[src/rtl/lsu_sequencer.sv]
// Load/store sequencer for an RV64I data port.
// A load reads the doubleword and extracts/extends the addressed lane. A sub-word store
// does a read-modify-write of the doubleword. A doubleword store writes directly.
// Illegal or misaligned requests abort without touching memory.
module lsu_sequencer #(
    parameter int unsigned ADDR_W = 64
) (
    input  logic              clock,
    input  logic              reset,
    input  logic              start,
    input  logic              is_store,
    input  logic [2:0]        funct3,
    input  logic [ADDR_W-1:0] addr,
    input  logic [63:0]       store_data,
    input  logic [63:0]       mem_rdata,
    output logic [ADDR_W-1:0] mem_addr,
    output logic              mem_wr,
    output logic [63:0]       mem_wdata,
    output logic              busy,
    output logic              done,
    output logic [63:0]       load_result,
    output logic              misaligned,
    output logic              illegal
);

    typedef enum logic [2:0] {StIdle, StRead, StWait, StWrite, StDone, StErr} state_t;

    state_t      state;
    logic        is_store_q;
    logic [2:0]  funct3_q;
    logic [2:0]  off_q;
    logic [63:0] store_data_q;

    logic        req_illegal;
    logic        req_misaligned;
    logic [5:0]  shamt;
    logic [63:0] lane;
    logic [63:0] ld_val;
    logic [63:0] st_mask;
    logic [63:0] merged;

    // Classify the incoming request; illegal encodings take priority over alignment.
    always_comb begin
        req_illegal = is_store ? funct3[2] : (funct3 == 3'b111);
        case (funct3[1:0])
            2'b00:   req_misaligned = 1'b0;
            2'b01:   req_misaligned = addr[0];
            2'b10:   req_misaligned = |addr[1:0];
            default: req_misaligned = |addr[2:0];
        endcase
    end

    // Extract the addressed lane from the read doubleword and build the store merge.
    always_comb begin
        shamt = {off_q, 3'b000};
        lane  = mem_rdata >> shamt;
        case (funct3_q)
            3'b000:  ld_val = {{56{lane[7]}}, lane[7:0]};
            3'b001:  ld_val = {{48{lane[15]}}, lane[15:0]};
            3'b010:  ld_val = {{32{lane[31]}}, lane[31:0]};
            3'b100:  ld_val = {56'd0, lane[7:0]};
            3'b101:  ld_val = {48'd0, lane[15:0]};
            3'b110:  ld_val = {32'd0, lane[31:0]};
            default: ld_val = lane;
        endcase
        case (funct3_q[1:0])
            2'b00:   st_mask = 64'h0000_0000_0000_00ff;
            2'b01:   st_mask = 64'h0000_0000_0000_ffff;
            2'b10:   st_mask = 64'h0000_0000_ffff_ffff;
            default: st_mask = 64'hffff_ffff_ffff_ffff;
        endcase
        merged = (mem_rdata & ~(st_mask << shamt)) | ((store_data_q & st_mask) << shamt);
    end

    // Sequencer FSM; every output is registered alongside the state transition.
    always_ff @(posedge clock) begin
        if (reset) begin
            state        <= StIdle;
            is_store_q   <= 1'b0;
            funct3_q     <= 3'd0;
            off_q        <= 3'd0;
            store_data_q <= 64'd0;
            mem_addr     <= '0;
            mem_wr       <= 1'b0;
            mem_wdata    <= 64'd0;
            busy         <= 1'b0;
            done         <= 1'b0;
            load_result  <= 64'd0;
            misaligned   <= 1'b0;
            illegal      <= 1'b0;
        end else begin
            case (state)
                StIdle: begin
                    if (start) begin
                        is_store_q   <= is_store;
                        funct3_q     <= funct3;
                        off_q        <= addr[2:0];
                        store_data_q <= store_data;
                        mem_addr     <= {addr[ADDR_W-1:3], 3'b000};
                        busy         <= 1'b1;
                        if (req_illegal) begin
                            illegal <= 1'b1;
                            done    <= 1'b1;
                            state   <= StErr;
                        end else if (req_misaligned) begin
                            misaligned <= 1'b1;
                            done       <= 1'b1;
                            state      <= StErr;
                        end else if (is_store && funct3[1:0] == 2'b11) begin
                            // Full doubleword store needs no read-modify-write.
                            mem_wr    <= 1'b1;
                            mem_wdata <= store_data;
                            state     <= StWrite;
                        end else begin
                            state <= StRead;
                        end
                    end
                end
                StRead: state <= StWait;
                StWait: begin
                    if (is_store_q) begin
                        mem_wr    <= 1'b1;
                        mem_wdata <= merged;
                        state     <= StWrite;
                    end else begin
                        load_result <= ld_val;
                        done        <= 1'b1;
                        state       <= StDone;
                    end
                end
                StWrite: begin
                    mem_wr <= 1'b0;
                    done   <= 1'b1;
                    state  <= StDone;
                end
                StDone: begin
                    done  <= 1'b0;
                    busy  <= 1'b0;
                    state <= StIdle;
                end
                StErr: begin
                    done       <= 1'b0;
                    misaligned <= 1'b0;
                    illegal    <= 1'b0;
                    busy       <= 1'b0;
                    state      <= StIdle;
                end
                default: begin
                    busy  <= 1'b0;
                    state <= StIdle;
                end
            endcase
        end
    end

endmodule

[config.mk]
export PLATFORM = sky130hd
export DESIGN_NAME = lsu_sequencer
export DESIGN_NICKNAME = d
export VERILOG_FILES = /design/src/rtl/lsu_sequencer.sv
export SDC_FILE = /design/constraint.sdc
export NUM_CORES = 1
export LEC_CHECK = 0
export CORE_AREA = 10 10 229 231
export CTS_BUF_LIST = sky130_fd_sc_hd__clkbuf_16
export CTS_CLUSTER_DIAMETER = 200
export CTS_CLUSTER_SIZE = 12
export DETAILED_ROUTE_END_ITERATION = 10
export DIE_AREA = 0 0 239 241
export PLACE_DENSITY = 0.6
export SYNTH_ARGS = -nofsm -noshare
export SYNTH_HDL_FRONTEND = slang
export SYNTH_SLANG_ARGS = --single-unit
export TNS_END_PERCENT = 5
[constraint.sdc]
create_clock -name clock -period 2.9 [get_ports clock]
set_input_delay 0.58 -clock clock [delete_from_list [all_inputs] [get_ports clock]]
set_output_delay 0.58 -clock clock [all_outputs]
set_load 0.01 [all_outputs]
; ---- Word-level counts from Yosys, hierarchy flattened
; Cells that the tools add are included.
[totals]
register_bits = 268
latchBits = 0
mem_bits_rw = 0
rom_bits = 0
output_inout_bits = 197
wordCells = 103
mem_count = 0
[classes]
n_addsub = 0
mul = 0
n_div = 0
n_lt_le_gt_ge = 0
n_eq_ne = 25
shift = 3
n_mux = 35
n_bitwise = 6
reduce_logical = 21
[ops]
columns = operator, count
row1 = $pmux 64 s6, 1
row2 = $mux 64, 5
row3 = $pmux 64 s3, 1
row4 = $and 64x64->64, 2
row5 = $pmux 64 s2, 1
row6 = $shl 64x6->64, 2
row7 = $not 64->64, 1
row8 = $or 64x64->64, 1
row9 = $shr 64x6->64, 1
row10 = $eq 3x3->1 const B, 6
row11 = $ne 2x2->1 const B, 8
row12 = $mux 1, 15
row13 = $mux 3, 4
row14 = $pmux 3 s4, 1
row15 = $reduce_and 6->1, 2
row16 = $eq 3x2->1 const B, 3
row17 = $reduce_and 4->1, 2
row18 = $eq 2x2->1 const B, 3
row19 = $eq 3x1->1 const B, 2
row20 = $logic_not 3->1, 2
row21 = $pmux 1 s2, 3
row22 = $pmux 1 s3, 2
row23 = $reduce_and 2->1, 3
row24 = $reduce_or 3->1, 2
row25 = 12 further kinds, 17

; ---- Depth between registers and ports, before layout
[logic_depth]
word_depth = 8
depth_mapped = 10

; ---- Worst setup path after synthesis
; No wires, ideal clock.
[synth_timing]
path_kind = in2reg
from = input funct3[2]
to = register mem_wdata[52]
setup_ps = 95
arrival_time_ps = 2042
required_time_ps = 2805
slack_ps = 762
stages = 6
n_path_buf = 2
cell_sequence = or3_1 -> nor4_1 -> clkbuf_1 -> buf_4 -> a21oi_1 -> a221oi_1
[synth_between]
elab_chain_len = 4
[synth_rtl]
columns = element, line
row1 = from (decl), 12  ; input logic [2:0] funct3,
row2 = $eq 3x3->1, 44  ; req_illegal = is_store ? funct3[2] : (funct3 == 3'b111);
row3 = $mux 1 *, 44
row4 = $ne 2x2->1 (no line) *, n/a
row5 = $reduce_and 6->1 (no line) *, n/a
row6 = to (signal assigned), 112  ; mem_wdata <= store_data;
row7 = to (signal assigned), 123  ; mem_wdata <= merged;
row8 = to (decl), 18  ; output logic [63:0] mem_wdata,
; Every way passes the cells marked *; elsewhere a longest branch is shown, timed or not.
; A chain may end at the register's enable or synchronous reset.

; ---- Worst setup path after layout
[layout_timing]
from = register funct3_q[1]
to = register mem_wdata[38]
[layout_between]
elab_chain_len = 8
[layout_rtl]
columns = element, line
row1 = from (decl), 30  ; logic [2:0] funct3_q;
row2 = from (signal assigned), 96  ; funct3_q <= funct3;
row3 = "$eq 2x2->1, or another cell as far along", 66  ; case (funct3_q[1:0])
row4 = $pmux 64 s3 *, 66
row5 = $shl 64x6->64, 72  ; merged = (mem_rdata & ~(st_mask << shamt)) | ((store_data_q & st_mask) << shamt);
row6 = $not 64->64, 72
row7 = $and 64x64->64, 72
row8 = $or 64x64->64 *, 72
row9 = $mux 64 *, 121  ; if (is_store_q) begin
row10 = $pmux 64 s2 *, 92  ; case (state)
; Every way passes the cells marked *; elsewhere a longest branch is shown, timed or not. The select of a mux whose other input is x is not followed.

==> flow_metrics.env <==
export IMPL_outcome="finished clean"
export IMPL_gp_congestion=0.9736
export IMPL_syn_to_final_growth_pct=39.14
export IMPL_numCtsBuffers=26
export IMPL_worstMarginPinSlew_ps=1113
export IMPL_clkTransAtPathRegs_ps=60
export IMPL_syn_inst=1811
export IMPL_cts_root_buffer="clkbuf_16"
export IMPL_cp_required_ps=3350
export IMPL_fin_skew_ps=12.63
export IMPL_synth_ff_type="dfxtp_1"
export IMPL_dp_cells=2748
export IMPL_insertion_delay_ps=560
export IMPL_die_height_um=241
export IMPL_postCtsSetupRepairBufs=0
export IMPL_ir_worst_vdd_mv=0.4826
export IMPL_critPathMaxFanout=14
export IMPL_grt_pass1_vias=15353
export IMPL_track_usage_pct=23.22
export IMPL_p_leak_nw=6.649
export IMPL_maxSlewViolCount=0
export IMPL_wl_per_cell_um=25.25
export IMPL_min_period_ps=2720
export IMPL_synth_simple_gate_area_share_pct=21.01
export IMPL_synth_top_family_by_area="compound AO/OA/AOI/OAI gates"
export IMPL_r2r_start="funct3_q[1]$_SDFFE_PP0P_"
export IMPL_final_cells=2782
export IMPL_multi_input_area_sq_um=8085
export IMPL_holdWs_ps=452.9
export IMPL_cts_max_path_buffers=3
export IMPL_fmax_mhz=367.7
export IMPL_htreeDepth=1
export IMPL_grt_max_degree=90
export IMPL_die_x_um=239
export IMPL_drt_wl_total_um=70250
export IMPL_overflow=0
export IMPL_place_hpwl_um=54910
export IMPL_postCtsHoldBufs=0
export IMPL_synth_area_per_cell_sq_um=7.870
export IMPL_first_pass_iters=5
export IMPL_vias=15478
export IMPL_worst_r2r_cell_count=7
export IMPL_pwr_density_cell_nw_per_um2=505.7
export IMPL_synth_distinct_cells=69
export IMPL_regArea_sq_um=5373
export IMPL_total_power_mw=10.03
export IMPL_vias_per_cell=5.564
export IMPL_synth_xor_area_share_pct=0
export IMPL_worstHoldStart="mem_addr[32]$_SDFFE_PP0P_"
export IMPL_grt_pass1_wl_um=101900
export IMPL_antenna_left=0
export IMPL_grt_setup_unrepaired="no"
export IMPL_cts_tree="built"
export IMPL_arrival_ps=3170
export IMPL_maxSlewHeadroom_pct=25.61
export IMPL_synth_seq_area_share_pct=37.64
export IMPL_synth_area_sq_um=14250
export IMPL_synthMuxAreaShare_pct=9.121
export IMPL_synth_compound_area_share_pct=26.25
export IMPL_reg2reg_to="mem_wdata[38]$_SDFFE_PP0P_"
export IMPL_synth_fa_ha_area_share_pct=0
export IMPL_coreArea_sq_um=47550
export IMPL_ys_seq_elements=268
export IMPL_drc_errors=0
export IMPL_hold_path_class="reg -> reg"
export IMPL_num_fill_cells=4838
export IMPL_synth_edf_count=0
export IMPL_setup_violations_final=0
export IMPL_io_pins=396
export IMPL_critPathLaunchType="flip-flop"
export IMPL_fin_crit_sh_pct=93.79
export IMPL_yosys_warnings=0
export IMPL_worstSetupPathType="reg -> reg"
export IMPL_cp_startpoint="funct3_q[1]$_SDFFE_PP0P_"
export IMPL_start_util_pct=29.98
export IMPL_crit_path_end_kind="flip-flop"
export IMPL_synth_async_sr_flop_share_pct=0
export IMPL_clock_sinks=268
export IMPL_min_to="mem_addr[32]$_SDFFE_PP0P_"
export IMPL_portBuffers=392
export IMPL_drv_cap=0
export IMPL_reg2reg_slack_ps=180
export IMPL_hold_viol=0
export IMPL_layout_drive_gt1_share_pct=10.31
export IMPL_std_cell_rows=80
export IMPL_drt_initial_drc_count=1328
export IMPL_grt_antenna_before_repair=9
export IMPL_layout_nets=2360
export IMPL_dieArea_sq_um=57600
export IMPL_min_path_cells=2
cell usage after synthesis (15+ instances only):
| library cell | number | share of area [%] |
|---|---|---|
| nand2_1 | 420 | 11 |
| dfxtp_1 | 268 | 38 |
| a21oi_1 | 220 | 7.7 |
| nor2_1 | 129 | 3.4 |
| clkbuf_1 | 111 | 2.9 |
| mux2i_1 | 80 | 5.6 |
| o21ai_0 | 77 | 2.7 |
| nor3_1 | 45 | 1.6 |
| buf_2 | 33 | 1.2 |
| a211oi_2 | 32 | 2.8 |
| a211oi_1 | 31 | 1.6 |
| nand3b_1 | 21 | 1.1 |
| a221oi_1 | 18 | 1.1 |
| mux2_2 | 18 | 1.4 |
| nand3_1 | 18 | 0.63 |
| a22oi_1 | 17 | 0.90 |
| nor2b_1 | 17 | 0.75 |
| a32o_1 | 15 | 1.1 |
| buf_4 | 15 | 0.79 |
| nand2b_1 | 15 | 0.66 |
per-layer routing:
layer  share of wire, %  vias up  GRT usage [%]
met1                 40     7417          27.93
met4                4.7       10          10.69
met3                 10      156          7.118
li1                   -     7138              -
met5              0.097        -              0
met2                 45      757          37.47
layout make-up:
| class | instances | area share [%] |
|---|---|---|
| Clock buffer | 27 | 3.407 |
| Inverter | 12 | 0.2271 |
| Clock inverter | 3 | 0.08202 |
| Sequential cell | 268 | 27.09 |
| Tap cell | 615 | 3.880 |
| Multi-Input combinational cell | 1359 | 40.77 |
| Antenna cell | 4 | 0.05048 |
| Timing Repair Buffer | 494 | 24.49 |
report_power, final:
| group | leakage, nW | internal, mW | total [mW] | switching, mW |
|---|---|---|---|---|
| Sequential | 2.19 | 3.94 | 4.20 | 0.259 |
| Clock | 0.348 | 1.64 | 3.08 | 1.45 |
| Combinational | 4.12 | 1.20 | 2.74 | 1.55 |
| Total | 6.65 | 6.77 | 10.0 | 3.25 |
critical path: stages, from the launching register on:
cell and delay (ps):
dfxtp_1 730, buf_4 260, nor2b_1 630, a31oi_1 170, a32oi_1 200, a2111oi_0 110, buf_4 170, nor4_1 320
stage by stage:
stage / cell area, sq um / util [%] / TNS (ps) / worst slack [ps]
after floorplan: 14260 / - / 0 / 762.4
after detailed placement: 19130 / 40.23 / -21.78 / -8.898
after CTS: 19820 / 41.68 / 0 / 137.1
after global placement: 19130 / 40.23 / 0 / 37.64
final: 19830 / 41.71 / 0 / 180.2
after global routing: 19820 / 41.69 / 0 / 0.5160
kinds of logic after synthesis:
family / after synthesis
buffers and inverters: 186
muxes: 111
other: 1
AOI/OAI and AO/OA: 546
DFF: 268
and+or+nand+nor: 699
registers in the layout, indices dropped and copies added (netlist names):
register      count
mem_wdata        64
funct3_q          3
done              1
state             3
mem_wr            1
load_result      64
is_store_q        1
busy              1
store_data_q     64
illegal           1
off_q             3
misaligned        1
mem_addr         61
repair_timing:
item | CTS | global route
gates resized for setup | 0 | 1
setup endpoints to repair | 0 | 9
hold endpoints to repair | 0 | 0
cell usage in the layout, fill, tap and decap left out, types with 13 or more instances in the layout:
cell / Yosys / layout
a211oi_1: 31 / 31
a211oi_2: 32 / 32
a21oi_1: 220 / 220
a221o_1: 13 / 13
a221oi_1: 18 / 18
a22oi_1: 17 / 17
a32o_1: 15 / 15
buf_12: 0 / 13
buf_4: 15 / 89
clkbuf_16: 0 / 27
clkdlybuf4s50_1: 0 / 391
dfxtp_1: 268 / 266
inv_1: 12 / 14
mux2_2: 18 / 18
mux2i_1: 80 / 80
nand2_1: 420 / 420
nand2b_1: 15 / 15
nand3_1: 18 / 18
nand3b_1: 21 / 21
nor2_1: 129 / 126
nor2b_1: 17 / 17
nor3_1: 45 / 44
o21ai_0: 77 / 77
worst max path at each step:
stage | end | cells after the start
after global routing | mem_wdata[38]$_SDFFE_PP0P_ | 7
after floorplan | mem_wdata[52]$_SDFFE_PP0P_ | 6
after CTS | mem_wdata[11]$_SDFFE_PP0P_ | 6
after global placement | load_result[18]$_SDFFE_PP0P_ | 8
final | mem_wdata[38]$_SDFFE_PP0P_ | 7
after detailed placement | load_result[19]$_SDFFE_PP0P_ | 8
Note: power is estimated with default switching activity, not from simulation.
==> RTL edit, RTL diff (same settings) <==
Reset style: asynchronous (`reset`), changed in one clocked block.
--- a/src/rtl/lsu_sequencer.sv
+++ b/src/rtl/lsu_sequencer.sv
@@ -73,7 +73,7 @@
     end
 
     // Sequencer FSM; every output is registered alongside the state transition.
-    always_ff @(posedge clock) begin
+    always_ff @(posedge clock or posedge reset) begin
         if (reset) begin
             state        <= StIdle;
             is_store_q   <= 1'b0;
Behaviour: differs if reset is asserted again (counterexample within 4 cycles, from zero or initial values and one cycle with reset high); with reset held inactive, the same outputs for 4 cycles.
==> RTL edit against the unedited design <==
Synthesized area is 5.1% higher; wire length is 2.8% lower; utilization is 2.1 points higher; cell area is 5.0% higher; sequential cell count stayed put; count of clock-buffer cells in the layout is 1 lower; setup slack better by 100 ps; largest cell class unchanged; sequential share of layout area is 5.2 points higher.
Power is not compared: it rests on default switching activity, and its combinational part moved more than twofold at a synthesized area within 25%.
==> RTL edit: results (changes against the unedited design) <==
Worst Path Max Fanout: 35 (+21)
Initial antenna violation count: 7 (-2)
Synth warn: 0 (unchanged)
WP data arrival: 3050 ps (-120 ps)
Async SR Flop Fraction: 100.0% (+100 points)
Total Wirelength: 68.28 mm (-2.8%)
Netlist cell types: 66 (-4.3%)
First-pass GRT wire length: 100.0 mm (-1.9%)
Layout cell share with drive strength beyond 1: 9.917% (-0.39 points)
Final Skew: 17.18 ps (+4.549 ps)
CTS Buf Count: 26 (unchanged)
Hold WC Path Type: in2async
Largest regs: load_result (64), mem_wdata (64), store_data_q (64)
Outcome: complete, no violations
H-tree level count: 1 (unchanged)
Post_cts resized: 0 (unchanged)
Root Buffer: clkbuf_16
Portion of netlist area occupied by mux cells: 8.773% (-0.35 points)
Crit-path slowest cell: dfrtp_1
WL/cell: 24.52 um (-2.9%)
GP Congestion: 0.9400 (-3.5%)
Main flop type after synthesis: dfrtp_1
Post-CTS setup buffer count: 0 (unchanged)
Synth Area in Adders: 0% (unchanged)
DP HPWL: 53.13 mm (-3.2%)
Placement Cell Area: 0.02014 sq mm (+5.3%)
Seq/Total Area, Yosys: 44.78% (+7.1 points)
LEAKAGE: 8.929 nW
Xor/xnor share of the synthesized area: 0% (unchanged)
Reg2Reg Setup Slack: 280 ps (+100 ps)
R2R Path End: mem_wdata[48]$_DFFE_PP0P_
Clock buffer depth: 3 (unchanged)
Syn avg cell area: 8.423 sq um (+7.0%)
Largest net degree at the start of global routing: 133 (+48%)
Pre-CTS WS: 201.8 ps (+210.7 ps)
R2R depth: 9 (+2)
Worst path max stage delay: 540 ps (-190 ps)
Worst reg2reg path startpoint: funct3_q[1]$_DFFE_PP0P_
GRT Overall Usage: 22.84% (-0.38 points)
Compound-Gate Fraction of Synth Area: 19.59% (-6.7 points)
Placed Cells: 2,753 (+0.18%)
Clock transition at path regs: 60 ps (about the same)
First drt pass iteration count: 5 (unchanged)
Starting DRT DRC Count: 1,339 (+0.83%)
Hold_ws: 411.6 ps (-41.24 ps)
Max_slew headroom: 48.58% (+23 points)
Commonest cells post-synth: nand2_1, dfrtp_1, nor2_1
Nets: 2,365 (+0.21%)
Largest cells by area after synthesis: dfrtp_1, nand2_1, mux2i_1
Number of vias after detailed routing: 14,949 (-3.4%)
RTL edit: final cells by class:
class,count,area [sq um]
antenna,2,5.005
clock buffer,26,650.6
clock inverter,4,32.53
fill,4757,26720
inverter,11,45.04
multi-input combinational,1352,7594
sequential,268,6715
tap,615,769.5
timing repair buffer,507,5012
RTL edit: how the worst max path moves through the flow:
stage	from	to	slack [ps]	cells after the start
after detailed placement	funct3[0]	mem_wdata[17]$_DFFE_PP0P_	200	7
after floorplan	reset	busy$_DFFE_PP0P_	-1220	1
after CTS	funct3_q[1]$_DFFE_PP0P_	mem_wdata[48]$_DFFE_PP0P_	340	9
after global placement	mem_rdata[63]	load_result[47]$_DFFE_PP0P_	240	7
final	funct3_q[1]$_DFFE_PP0P_	mem_wdata[48]$_DFFE_PP0P_	280	9
after global routing	funct3_q[1]$_DFFE_PP0P_	mem_wdata[57]$_DFFE_PP0P_	200	8
RTL edit: routing by layer:
metal	wire, um	track usage, %	vias to the layer above
li1	-	-	6941
met1	28600	28.94	7279
met2	31630	37.49	612
met3	5741	5.669	105
met4	2226	7.582	12
met5	70	0	-
RTL edit: logic make-up after synthesis:
group	count (synthesis)
flops	268
simple gates	802
compound gates	438
mux	109
other cells	1
buf+inv	160
RTL edit: worst max-delay path: cells and delay by family (launching register included):
family	cells	cell delay [ps]
DFF	1	540
buffers and inverters	4	820
AOI/OAI and AO/OA	3	780
and+or+nand+nor	2	340
RTL edit: where the power goes:
part           switching [mW]  internal, mW
Combinational            7.53          6.08
Clock                    1.46          1.59
Sequential               1.58          5.55
Total                    10.6          13.2
